===== config.mk =====
export PLATFORM = sky130hd
export DESIGN_NAME = serial_comparator
export DESIGN_NICKNAME = d
export VERILOG_FILES = /design/src/rtl/comp_pkg.sv /design/src/rtl/serial_bit_counter.sv /design/src/rtl/serial_comparator.sv
export SDC_FILE = /design/constraint.sdc
export NUM_CORES = 1
export LEC_CHECK = 0
export ABC_AREA = 1
export ABC_CLOCK_PERIOD_IN_PS = 1200
export BUFFER_PORTS_ARGS = -buffer_cell sky130_fd_sc_hd__buf_2
export CORE_AREA = 2 2 39 41
export DETAILED_ROUTE_END_ITERATION = 12
export DIE_AREA = 0 0 41 43
export REMOVE_ABC_BUFFERS = 1
export SLEW_MARGIN = 40
export SYNTH_ARGS = -nofsm -noshare
export SYNTH_HDL_FRONTEND = slang
export SYNTH_SLANG_ARGS = --single-unit
export TNS_END_PERCENT = 30

===== constraint.sdc =====
create_clock -name clk -period 1.2 [get_ports clk]
set_input_delay 0.24 -clock clk [delete_from_list [all_inputs] [get_ports clk]]
set_output_delay 0.24 -clock clk [all_outputs]
set_load 0.02 [all_outputs]

===== src/rtl/comp_pkg.sv =====
// Shared types for the serial magnitude comparator: FSM states, the running
// decision, and the single-bit decision update rule.
package comp_pkg;

  typedef enum logic [1:0] {
    IDLE  = 2'd0,
    SHIFT = 2'd1,
    DONE  = 2'd2
  } state_e;

  typedef enum logic [1:0] {
    EQ = 2'd0,
    GT = 2'd1,
    LT = 2'd2
  } dec_e;

  // Advance the running decision by one MSB-first bit pair. Only an EQ
  // decision can change; the first differing pair settles it for good.
  // invert_gt flips the sense of the difference (used for a sign bit).
  function automatic dec_e dec_update(input dec_e cur, input logic a_bit,
                                      input logic b_bit, input logic invert_gt);
    dec_e res;
    res = cur;
    if (cur == EQ && a_bit != b_bit) begin
      res = (a_bit ^ invert_gt) ? GT : LT;
    end
    return res;
  endfunction

endpackage


===== src/rtl/serial_bit_counter.sv =====
// Bit-position counter for the serial comparator. Clears on request, counts
// enabled bits and saturates at DATA_WIDTH-1 so it never wraps inside one
// comparison. tc_out flags the last bit position, first_out the first.
module serial_bit_counter #(
  parameter int DATA_WIDTH = 4,
  localparam int CW = $clog2(DATA_WIDTH)
) (
  input  logic clk,
  input  logic rst,
  input  logic clear_in,
  input  logic enable_in,
  output logic tc_out,
  output logic first_out
);

  logic [CW-1:0] count_q;
  logic [CW-1:0] count_d;

  assign tc_out    = (count_q == CW'(DATA_WIDTH - 1));
  assign first_out = (count_q == '0);

  // Next count: clear wins, otherwise step until the terminal position.
  always_comb begin
    count_d = count_q;
    if (clear_in) begin
      count_d = '0;
    end else if (enable_in && !tc_out) begin
      count_d = count_q + 1'b1;
    end
  end

  // Count register with synchronous reset.
  always_ff @(posedge clk) begin
    if (rst) begin
      count_q <= '0;
    end else begin
      count_q <= count_d;
    end
  end

endmodule


===== src/rtl/serial_comparator.sv =====
// Serial MSB-first magnitude comparator. A start in IDLE opens a comparison,
// each valid bit pair refines an EQ/GT/LT decision, and after DATA_WIDTH
// valid pairs the result is latched into the flags with a one-cycle done.
// Build option: define SERIAL_COMP_SIGNED_EN to treat operands as two's
// complement (the first bit received is the sign bit).
module serial_comparator
  import comp_pkg::*;
#(
  parameter int DATA_WIDTH = 4
) (
  input  logic clk,
  input  logic rst,
  input  logic start_in,
  input  logic bit_valid_in,
  input  logic a_bit_in,
  input  logic b_bit_in,
  output logic busy_out,
  output logic done_out,
  output logic a_g_b_out,
  output logic a_e_b_out,
  output logic a_l_b_out
);

  state_e state_q, state_d;
  dec_e   dec_q, dec_d;
  logic   gt_q, eq_q, lt_q;
  logic   cnt_clear, cnt_en, cnt_tc, cnt_first;
  logic   load_flags;
  logic   invert_gt;

  serial_bit_counter #(
    .DATA_WIDTH(DATA_WIDTH)
  ) u_bit_counter (
    .clk       (clk),
    .rst       (rst),
    .clear_in  (cnt_clear),
    .enable_in (cnt_en),
    .tc_out    (cnt_tc),
    .first_out (cnt_first)
  );

`ifdef SERIAL_COMP_SIGNED_EN
  // The sign bit arrives first: a set sign on A alone means A is smaller.
  assign invert_gt = cnt_first;
`else
  // Unsigned operands: every bit compares the same way, so the
  // first-position indicator is intentionally left unused.
  logic unused_cnt_first;
  assign unused_cnt_first = cnt_first;
  assign invert_gt        = 1'b0;
`endif

  assign busy_out  = (state_q == SHIFT) || (state_q == DONE);
  assign done_out  = (state_q == DONE);
  assign a_g_b_out = gt_q;
  assign a_e_b_out = eq_q;
  assign a_l_b_out = lt_q;

  // Next-state, decision update and counter control.
  always_comb begin
    state_d    = state_q;
    dec_d      = dec_q;
    cnt_clear  = 1'b0;
    cnt_en     = 1'b0;
    load_flags = 1'b0;
    case (state_q)
      IDLE: begin
        if (start_in) begin
          state_d   = SHIFT;
          cnt_clear = 1'b1;
          dec_d     = EQ;
        end
      end
      SHIFT: begin
        if (bit_valid_in) begin
          cnt_en = 1'b1;
          dec_d  = dec_update(dec_q, a_bit_in, b_bit_in, invert_gt);
          if (cnt_tc) begin
            state_d    = DONE;
            load_flags = 1'b1;
          end
        end
      end
      DONE: begin
        state_d = IDLE;
      end
      default: begin
        state_d = IDLE;
      end
    endcase
  end

  // State, running decision and result flags.
  always_ff @(posedge clk) begin
    if (rst) begin
      state_q <= IDLE;
      dec_q   <= EQ;
      gt_q    <= 1'b0;
      eq_q    <= 1'b0;
      lt_q    <= 1'b0;
    end else begin
      state_q <= state_d;
      dec_q   <= dec_d;
      if (load_flags) begin
        gt_q <= (dec_d == GT);
        eq_q <= (dec_d == EQ);
        lt_q <= (dec_d == LT);
      end
    end
  end

endmodule

**Word-level counts from Yosys, hierarchy flattened**

Cells that the tools add are included.

- Add/subtract/negate cells: 1
- Reductions and logical operators: 9
- Muxes and demuxes: 16
- Equality and inequality tests: 9

Operators with widths:

| cell | count |
|---|---|
| 2-bit 2-to-1 mux | 7 |
| 2-bit one-hot mux with 2 select lines | 2 |
| 1-bit 2-to-1 mux | 7 |
| 2-bit equality test, second input constant | 3 |
| 2-bit zero test | 3 |
| 2-bit by 1-bit equality test with 1-bit output, second input constant | 2 |
| 2-bit != test, second input constant | 2 |
| 3-bit AND reduction | 1 |
| 2-bit by 1-bit adder with 2-bit output, second input constant | 1 |
| 1-bit logical AND | 2 |
| 2-bit by 1-bit != test with 1-bit output, second input constant | 1 |
| 2-bit OR reduction | 1 |
| 1-bit zero test | 1 |
| 1-bit logical OR | 1 |
| 1-bit != test | 1 |

- Input port bits: 6
- Output and inout bits: 5
- Register bits: 9

**Logic depth before layout (Yosys ltp)**

- Depth after elaboration: 6
- Gate-level depth with buffers: 9

**Modules after synthesis**

A second synthesis with hierarchy kept.

- Cells, all modules: 80
- Area total of the unflattened synthesis: 566.8 um^2

Modules (own cells, without submodules):

| module | sequential area each (um^2) | times used | cells an instance | area an instance (um^2) |
|---|---|---|---|---|
| serial_comparator | 140.1 | 1 | 61 | 440.4 |
| serial_bit_counter | 40.0 | 1 | 19 | 126.4 |

**Worst setup path before layout**

No wires, ideal clock.

- Kind: register to register
- Start point: register state_q[1]
- End point: register u_bit_counter.count_q[0]
- Required time: 1,130 ps
- Period minus slack after synthesis: 1,185 ps
- Library setup time: 70 ps
- Setup slack: 15 ps
- Cell stages (with the launch flop): 8
- Buffers on the path: 0
- Data arrival time: 1,115 ps
- Cell sequence: dfxtp_1 -> inv_1 -> ha_1 -> nand2_1 -> nor2_2 -> inv_1 -> or2_0 -> a21oi_1

- Word-level cells in the longest chain between the ends: 3
- Elaborated cells between the ends (all ways): 6
- Classes of those cells: 1 x eq/ne; 2 x mux; 3 x reduce/logical

Ends and longest elaborated chain:

| item | RTL line | text |
|---|---|---|
| from (decl) | serial_comparator.sv:24 | `state_e state_q, state_d;` |
| from (signal assigned) | serial_comparator.sv:102 | `state_q <= state_d;` |
| 2-bit by 1-bit equality test with 1-bit output or 2-bit zero test (tied branches) | serial_comparator.sv:66 | `case (state_q)` |
| 1-bit 2-to-1 mux | serial_comparator.sv:66 |  |
| 1-bit logical AND or 2-bit OR reduction (tied branches) | - |  |
| to (signal assigned) | serial_bit_counter.sv:37 | `count_q <= count_d;` |
| to (decl) | serial_bit_counter.sv:16 | `logic [CW-1:0] count_q;` |

Several ways; a longest one is shown, not always the timed one.
A chain may end at the register's enable or synchronous reset.

**Final worst setup path**

- Start point: register state_q[0]
- End point: output done_out

- Word-level cells in the longest chain between the ends: 1

Ends and longest elaborated chain:

| item | RTL line | text |
|---|---|---|
| 2-bit equality test | serial_comparator.sv:54 | `assign done_out = (state_q == DONE);` |
| to (decl) | serial_comparator.sv:18 | `output logic done_out,` |

Every way passes these cells.

==> run_results.csv <==
group,metric,value,unit
drt,drtPass1Iterations,3,
setup_path,crit_path_max_incr_delay,0.37,ns
sta,skew,0.00722,ns
sta,worst_pin_slew,0.165,ns
floorplan,num_io_pins,11,
floorplan,die_w,41,um
run,drv_cap,0,
place,gp_congestion,0.707,
logic_synthesis,yosys-top-cells-area,"dfxtp_1, nand2_1, ha_1, inv_1, a21oi_1",
place,dp_hpwl,782,um
power,power,890,uW
floorplan,row_count,14,
logic_synthesis,syn_avg_cell_area,6.70,um2
clock_network,clkSlewWorstSetupHoldPaths,0.06,ns
setup_path,crit_required,0.96,ns
floorplan,die-height,43,um
place,portBuffers,10,
sta,setup_ws,-0.0935,ns
power,peakVddDrop,695,uV
clock_network,holdBufCountCts,0,
clock_network,cts_tree,"done",
setup_path,cp_common_cell,"buf_6",
logic_synthesis,synth_flop_cell,"dfxtp_1",
clock_network,clk_latency,0.26,ns
sta,hold_viol_final,0,
logic_synthesis,syn_inst,73,
logic_synthesis,synthMuxAreaShare,0,%
cells_and_area,drive_gt1_share,40.6,%
drt,drc,0,
status,violations,"setup timing",
clock_network,h-tree-depth,1,
cells_and_area,num-nets-final,108,
clock_network,cts_root_buf,"clkbuf_4",
setup_path,crit_family,"flip-flops",
global_route,grt_pass1_wl,1.71,mm
cells_and_area,fillCellCount,133,
setup_path,cp-end-kind,"output pin",
cells_and_area,area_delta_synth_final,54.5,%
setup_path,slowest_stage,"dfxtp_4",
logic_synthesis,synthXorXnorAreaFrac,0,%
min_path,hold_path_class,"primary input to flip-flop",
drt,avgViaCountPerCell,4.53,
logic_synthesis,synth_edf_count,0,
logic_synthesis,synth_top_area_share,36.8,%
status,outcome,"finished, violations left",
logic_synthesis,synthSimpleGateAreaFrac,30.2,%
logic_synthesis,synthDistinctLibCells,10,
clock_network,cts_buffers,3,
floorplan,initial_core_util,35.4,%
setup_path,crit_chain,"inv_4, buf_6, ha_4, buf_6",
sta,fin_crit_sh,108,%
logic_synthesis,ys_ff_latch,9,
setup_path,critPathLaunchType,"flip-flop",
logic_synthesis,synth_adder_area_share,12.8,%
setup_path,crit_type,"flip-flop to output pin",
floorplan,die_area,0.00176,mm2
sta,max-slew-margin-rel,89.0,%
drt,drt_iter0_drc,7,
logic_synthesis,yosys_warnings,0,
sta,rsz0062_at_grt,"yes",
cells_and_area,n_antenna_cell,0,
setup_path,worstPathArrival,1.05,ns
cells_and_area,fin_cells,112,
sta,finalMaxSlewViolations,0,
sta,min_period,1.29,ns
clock_network,clk_path_buf_depth,2,
global_route,overflow,0,
global_route,grt_pass1_vias,457,
logic_synthesis,async_reset_ff_share,0,%
logic_synthesis,synth_top_family_by_area,"simple AND/OR/NAND/NOR gates",
drt,wire_per_inst,9.44,um
sta,setup-tns-final,-0.170,ns
drt,routed_wl,1.06,mm
cells_and_area,multiInputGateArea,333,um2
setup_path,crit_fanout,3,
setup_path,worst-path-buf-inv,3,
power,pwr_density_cell,1180,mW/mm2
sta,setup_violations,2,
clock_network,cts.sink_count,9,
floorplan,core_area,0.00138,mm2
logic_synthesis,yosysTopAreaCell,"dfxtp_1",
cells_and_area,final-seq-area,185,um2
global_route,grtUsageTotal,15.1,%
drt,ant_nets,0,
sta,clock.fmax,773,MHz
logic_synthesis,synth_compound_area_share,10.2,%
power,power.leakage,0.000362,uW
logic_synthesis,seq_area_frac_synth,36.8,%
logic_synthesis,yosysMostFrequentCell,"nand2_1",
place,dp.cells,107,
logic_synthesis,synth_common_cells,"nand2_1, inv_1, dfxtp_1, a21oi_1, nor2_1",
global_route,grt_max_degree,7,
global_route,antenna_found_initial,0,
drt,vias,507,
logic_synthesis,synth_area,489,um2
==> power by group <==
part / switching [uW] / internal, uW / total (uW)
combinational: 158 / 166 / 324
clock: 102 / 128 / 230
sequential: 18.8 / 318 / 337
==> worst paths after layout <==
kind | cells after the start | end | startpoint | slack, ns
max | 4 | done_out | state_q[0]$_SDFFE_PP0P_ | -0.09
min | 2 | dec_q[0]$_SDFF_PP0_ | rst | 0.19
max reg2reg | 7 | u_bit_counter.count_q[0]$_SDFFE_PP0P_ | state_q[1]$_SDFFE_PP0P_ | 0.01
min reg2reg | 2 | u_bit_counter.count_q[1]$_SDFFE_PP0P_ | u_bit_counter.count_q[1]$_SDFFE_PP0P_ | 0.47
==> layer usage <==
metal	vias to the layer above	track usage, %	wire [um]
met4	0	10.0	13
met1	219	15.5	462
met3	2	7.85	49
met2	10	22.5	531
li1	276	-	-
met5	-	0	0
==> stage by stage <==
stage | area, um2 | setup WS (ns) | hold WS [ns] | utilization (%)
floorplan | 489 | 0.0153 | 0.309 | -
global placement | 619 | -0.121 | 0.456 | 44.8
detailed placement | 619 | -0.109 | 0.461 | 44.8
CTS | 697 | -0.0896 | 0.177 | 50.4
global route | 756 | -0.131 | 0.181 | 54.6
finish | 756 | -0.0935 | 0.190 | 54.6
==> placed cells by master, fill, tap and decap left out, drive strengths merged <==
cell    count
nand2      21
buf        19
inv        13
dfxtp       9
nor2        8
a21oi       8
nand3       6
ha          5
clkbuf      4
o21ai       2
or2         1
==> state kept, by name (all words and copies together), names as in the netlist <==
| name | cells |
|---|---|
| state_q | 2 |
| a_g_b_out | 1 |
| a_l_b_out | 1 |
| a_e_b_out | 1 |
| dec_q | 2 |
| u_bit_counter.count_q | 2 |
==> layout make-up <==
class / instances / share of cell area [%]
Clock buffer: 4 / 3.48
Inverter: 13 / 7.12
Multi-Input combinational cell: 51 / 44.0
Sequential cell: 9 / 24.5
Tap cell: 16 / 2.65
Timing Repair Buffer: 19 / 18.2
==> cells by family after synthesis <==
| logic type | Yosys count |
|---|---|
| buffers and inverters | 13 |
| flip-flops | 9 |
| AND/OR/NAND/NOR | 36 |
| adder cells (fa/ha/maj) | 5 |
| AO/OA/AOI/OAI | 10 |
==> repair_timing <==
action                                 in CTS  in global routing
pin swaps                                   2                  5
setup buffers                               0                  1
endpoints found under the hold margin       0                  0
setup endpoints to repair                   9                  9
resized for setup                          14                 16
(Power assumes the default switching activity.)
